`config.mk`:
```
export PLATFORM = sky130hd
export DESIGN_NAME = subtractor_reg
export DESIGN_NICKNAME = d
export VERILOG_FILES = /design/src/rtl/datapath_pkg.sv /design/src/rtl/full_subtractor.sv /design/src/rtl/subtractor_reg.sv
export SDC_FILE = /design/constraint.sdc
export NUM_CORES = 1
export LEC_CHECK = 0
export ABC_AREA = 1
export CELL_PAD_IN_SITES_DETAIL_PLACEMENT = 2
export CELL_PAD_IN_SITES_GLOBAL_PLACEMENT = 2
export CORE_MARGIN = 2
export CORE_UTILIZATION = 22
export CTS_CLUSTER_SIZE = 12
export DETAILED_ROUTE_END_ITERATION = 7
export HOLD_SLACK_MARGIN = 0.1
export PLACE_DENSITY_LB_ADDON = 0.1
export SLEW_MARGIN = 10
export SYNTH_ARGS = -nofsm -noshare
export SYNTH_HDL_FRONTEND = slang
export SYNTH_SLANG_ARGS = --single-unit
```
`constraint.sdc`:
```
create_clock -name clk -period 0.8 [get_ports clk]
set_input_delay 0.2 -clock clk [delete_from_list [all_inputs] [get_ports clk]]
set_output_delay 0.2 -clock clk [all_outputs]
set_load 0.02 [all_outputs]
```
`src/rtl/datapath_pkg.sv`:
```
// Shared datapath definitions: default operand width and the {n,z,v} flag bundle
// used by the subtractor and the ALU flag register.
package datapath_pkg;

  localparam int unsigned DATAPATH_WIDTH = 4;

  typedef struct packed {
    logic n;
    logic z;
    logic v;
  } flags_t;

  // Signed overflow of a - b: the operands differ in sign and the result sign
  // does not follow the minuend.
  function automatic logic sub_overflow(input logic a_msb, input logic b_msb,
                                        input logic d_msb);
    return (a_msb != b_msb) && (d_msb != a_msb);
  endfunction

endpackage

```
`src/rtl/full_subtractor.sv`:
```
// One-bit full subtractor; cells chain through bin/bout into a ripple-borrow subtractor.
module full_subtractor
  import datapath_pkg::*;
(
  input  logic a,
  input  logic b,
  input  logic bin,
  output logic d,
  output logic bout
);

  assign d    = a ^ b ^ bin;
  assign bout = (~a & b) | (~(a ^ b) & bin);

endmodule

```
`src/rtl/subtractor_reg.sv`:
```
// Registered two's-complement subtractor: diff = in1 - in2 (mod 2^WIDTH) plus
// borrow/zero/overflow flags, all captured one cycle after a valid operand pair.
module subtractor_reg
  import datapath_pkg::*;
#(
  parameter int WIDTH = DATAPATH_WIDTH
) (
  input  logic             clk,
  input  logic             rst_n,
  input  logic             in_valid,
  input  logic [WIDTH-1:0] in1,
  input  logic [WIDTH-1:0] in2,
  output logic             out_valid,
  output logic [WIDTH-1:0] diff,
  output logic             n_flag,
  output logic             z_flag,
  output logic             v_flag
);

  localparam int MSB = WIDTH - 1;

  logic [WIDTH:0]   borrow;
  logic [WIDTH-1:0] diff_c;
  flags_t           flags_c;

  logic             valid_d, valid_q;
  logic [WIDTH-1:0] diff_d, diff_q;
  flags_t           flags_d, flags_q;

  assign borrow[0] = 1'b0;

  for (genvar i = 0; i < WIDTH; i++) begin : g_bit
    full_subtractor u_fs (
      .a    (in1[i]),
      .b    (in2[i]),
      .bin  (borrow[i]),
      .d    (diff_c[i]),
      .bout (borrow[i+1])
    );
  end

  // The borrow out of the top cell is exactly the unsigned (in2 > in1) compare.
  always_comb begin
    flags_c   = '0;
    flags_c.n = borrow[WIDTH];
    flags_c.z = ~|diff_c;
    flags_c.v = sub_overflow(in1[MSB], in2[MSB], diff_c[MSB]);
  end

  // Results only move on a valid cycle; otherwise the last result is held.
  always_comb begin
    valid_d = in_valid;
    diff_d  = diff_q;
    flags_d = flags_q;
    if (in_valid) begin
      diff_d  = diff_c;
      flags_d = flags_c;
    end
  end

  always_ff @(posedge clk or negedge rst_n) begin
    if (!rst_n) begin
      valid_q <= 1'b0;
      diff_q  <= '0;
      flags_q <= '0;
    end else begin
      valid_q <= valid_d;
      diff_q  <= diff_d;
      flags_q <= flags_d;
    end
  end

  assign out_valid = valid_q;
  assign diff      = diff_q;
  assign n_flag    = flags_q.n;
  assign z_flag    = flags_q.z;
  assign v_flag    = flags_q.v;

endmodule

```
Yosys cells after proc, flatten, opt, wreduce, memory -nomap -nowiden
Cells that the tools add are included.

storage, ports and cells
  flip-flop bits (word level) = 8
  latch bits = 0
  RAM bits = 0
  bits in read-only memories = 0
  bits of input ports = 11
  output and inout port bits = 8
  word-level logic and storage cells = 34
  memories = 0

cells by class
  $add $sub $neg = 0
  multipliers = 0
  div/mod/pow operators = 0
  magnitude comparators = 0
  eq/ne operators = 2
  shift operators = 0
  multiplexer cells = 0
  bitwise gates (word level) = 24
  reductions and logical operators = 3

operator list
  cell                count
  bitwise AND 1 bit   7
  NOT 1 bit           7
  bitwise XOR 1 bit   7
  OR reduction 4 bit  1
  OR 1 bit            3
  != test 1 bit       2
  logical AND 1 bit   1
  logical NOT 1 bit   1

Depth between registers and ports, before layout
  depth after elaboration = 9
  mapped depth = 10

Hierarchy
Synthesis repeated with hierarchy kept, for this count alone.

unflattened totals
  cell total of the unflattened synthesis = 53
  area total of the unflattened synthesis = 445.4 µm²

by module, submodules not included
  module           instances  cells each  area each (µm²)  seq. area each (µm²)
  subtractor_reg   1          37          320.3            200.2
  full_subtractor  4          4           31.3             0.0

Worst setup path after synthesis
No wires, ideal clock.

  path type = in2reg
  start = input port in1[0]
  end = register flags_q (netlist bit v_flag)
  arrival = 1.887 ns
  data required time = 0.683 ns
  setup slack = -1.205 ns
  cell stages on the path = 10
  path through = inv_1 ha_1 fa_1 fa_1 inv_1 fa_1 inv_1 nand2_1 nand3_1 nand2_1

on the way
  cells in the longest elaborated chain, start to end = 9

ends and longest elaborated chain
  what                             RTL line               source
  start, declared                  subtractor_reg.sv:11   input logic [WIDTH-1:0] in1,
  NOT 1 bit                        full_subtractor.sv:13  assign bout = (~a & b) | (~(a ^ b) & bin);
  bitwise AND 1 bit (2 in series)  full_subtractor.sv:13
  OR 1 bit                         full_subtractor.sv:13
  bitwise AND 1 bit                full_subtractor.sv:13
  OR 1 bit                         full_subtractor.sv:13
  bitwise XOR 1 bit                full_subtractor.sv:12  assign d = a ^ b ^ bin;
  via g_bit[3].u_fs.d              full_subtractor.sv:8   output logic d,
  != test 1 bit                    datapath_pkg.sv:17     return (a_msb != b_msb) && (d_msb != a_msb);
  logical AND 1 bit                datapath_pkg.sv:17
  end signal, assigned             subtractor_reg.sv:69   flags_q <= flags_d;
  end, declared                    subtractor_reg.sv:28   flags_t flags_d, flags_q;

The timed path passes the listed nets, and every way through them passes these cells.
A chain may end at the register's enable or synchronous reset.

Final worst setup path
Ends and elaborated chain as after synthesis.

==> impl_metrics.ini <==
[setup_path]
path_cells = buf_8 > inv_8 > ha_4 > fa_2 > fa_2 > inv_2 > fa_2 > inv_2 > nand2_1 > nand3_1 > nand2_1
startpoint_type = input pin
cp_data_required_time_ns = 0.95
critical_path.slowest_cell = fa_2
cpMostUsedCell = fa_2
crit_path_max_incr_delay_ns = 0.45
arrival_ns = 1.93
end_kind = register
crit_fanout = 3
setup.worst_path.class = in -> reg

[clocking]
cts_max_level = 1
clock_latency_ns = 0.26
clock_path_buffers = 2
clk_pin_slew_ns = 0.06
cts_tree = done
cts_made_buffers = 3
cts.sinks = 8
root_buffer = clkbuf_4

[cells_and_area]
nNetsFinal = 100
drive_gt1_share_pct = 58.54
n_antenna_cell = 0
final_common_cell = buf_4
fill_cells = 217
layout_common_cells = buf_4, buf_6, nand2_1, dfrtp_1, clkdlybuf4s50_1
syn_to_final_growth_pct = 93.97
seq_area_um2 = 200.2
multi_input_comb_area_um2 = 216.5

[sta]
maxSlewHeadroom_pct = 87.15
setup_ws_ns = -0.9832
setup_tns_ns = -5.683
fin_crit_ns = 1.783
rsz0062_at_grt = yes
hold_viol_final = 0
whs_ns = 0.2362
slew_violations = 0
fmaxAchievable_mhz = 560.8
finClkSkew_ns = 0
finalSetupViolCount = 15
finalCritPeriodShare_pct = 222.9
tightestPinTransition_ns = 0.1928

[place]
hpwl_um = 933.9
pre_cts_slack_ns = -1.778
gp_congestion = 0.6835
port_buffers = 18

[synthesis]
yosysUniqueCellTypes = 10
syn_avg_cell_area_um2 = 9.676
synth_nets = 61
ys_seq_elements = 8
synth_area_um2 = 435.4
synth_cells = 45
yosysSeqAreaShare_pct = 45.98
ys_warn_count = 0

[global_routing]
grt.met1_usage_pct = 13.73
grt_max_degree = 12
gr-max-usage-layer = met2
use_met2_pct = 22.92
grt_pass1_vias = 505
met3_usage_pct = 5.556
grt-ovfl-total = 0
grt_pass1_wl_mm = 2.283
track_usage_pct = 13.11
antenna_found_initial = 0

[detailed_routing]
wl_mm = 1.265
firstDrtPassIters = 1
drc_errors = 0
ant_nets = 0
wl_per_cell_um = 11.61
vias_per_cell = 3.954
vias = 431
drt-initial-drc-count = 0

[power_and_ir_drop]
p_per_area_mw_per_mm2 = 1642
ir_drop_mv = 0.9220
p_leak_uw = 0.0004300

[floorplan]
start_util_pct = 22.66
die_h_um = 48.49
coreArea_mm2 = 0.001922
die_area_mm2 = 0.002351
fp.dieW_um = 48.49
io_pins = 19
rows = 16

[status]
violations = negative setup slack
status = finished, violations left

[job]
drv_cap = 0

[worst_hold_path]
hold_class = in -> async
## metal layers
metal	routed length, µm	share of wire, %	vias to the layer above
met1	487	38	209
met4	13	1.0	0
met3	45	3.6	2
li1	-	-	208
met5	0	0	-
met2	719	57	12
## synth_stat cells
| master | n | area share (%) |
|---|---|---|
| nand3_1 | 2 | 2.3 |
| ha_1 | 2 | 5.7 |
| nand2_1 | 11 | 9.5 |
| nor2_1 | 4 | 3.4 |
| fa_1 | 3 | 14 |
| dfrtp_1 | 8 | 46 |
| inv_2 | 1 | 0.86 |
| inv_1 | 9 | 7.8 |
| o21ai_2 | 4 | 8.0 |
| buf_6 | 1 | 2.6 |
## cell type report
type	count	area share, %
Clock buffer	3	2.667
Inverter	10	5.630
Multi-Input combinational cell	26	25.63
Sequential cell	8	23.70
Tap cell	27	4.000
Timing Repair Buffer	35	38.37
## sequential cells by signal, indices dropped and copies added, names as in the netlist
register   cells
diff           4
n_flag         1
out_valid      1
v_flag         1
z_flag         1
## where the power goes
| group | switching (µW) | total, µW | internal [µW] |
|---|---|---|---|
| clock network | 146 | 318 | 172 |
| logic | 251 | 571 | 320 |
| registers | 39.8 | 497 | 457 |
| total | 437 | 1390 | 949 |
## path summary, 6_finish.rpt
| kind | from | to | slack [ns] | cells after the start |
|---|---|---|---|---|
| worst max-delay path | in1[0] | v_flag$_DFFE_PN0P_ | -0.98 | 11 |
| worst min-delay path | rst_n | diff[0]$_DFFE_PN0P_ | 0.24 | 2 |
| worst max register to register | diff[0]$_DFFE_PN0P_ | diff[0]$_DFFE_PN0P_ | -0.06 | 4 |
| worst min register to register | diff[3]$_DFFE_PN0P_ | diff[3]$_DFFE_PN0P_ | 0.51 | 2 |
| max in group asynchronous | rst_n | diff[2]$_DFFE_PN0P_ | 0.46 | 2 |
| min in group clk | in2[0] | diff[0]$_DFFE_PN0P_ | 0.32 | 4 |
## critical path, delay by kind of cell
family                     cells  cell delay [ns]
adders and majority gates      4             1.32
buffers and inverters          4             0.26
and+or+nand+nor                3             0.16
## kinds of logic (layout without fill, tap and decap cells)
| family | count (synthesis) | count (layout) | synth area share (%) |
|---|---|---|---|
| flops | 8 | 8 | 45.98 |
| fa+ha+maj | 5 | 5 | 19.54 |
| simple gates | 17 | 17 | 15.23 |
| compound gates | 4 | 4 | 8.045 |
| buf+inv | 11 | 48 | 11.21 |
## what timing repair did
action	4_1_cts	5_1_grt
hold buffers	0	0
endpoints found under the hold margin	0	0
endpoints found under the setup margin	15	14
setup buffers	2	2
pin swaps	7	1
gates resized for setup	68	5
gates cloned	0	0
## stage by stage
stage	total power [µW]	cell area (µm²)	instances	util, %
after floorplan	704.4	460.4	45	-
after global placement	981.5	760.7	102	39.58
after detailed placement	996.1	760.7	102	39.58
after CTS	1379	819.5	107	42.64
after global routing	1489	844.6	109	43.95
final	1387	844.6	109	43.95
Power figures use the tool's default switching activity.
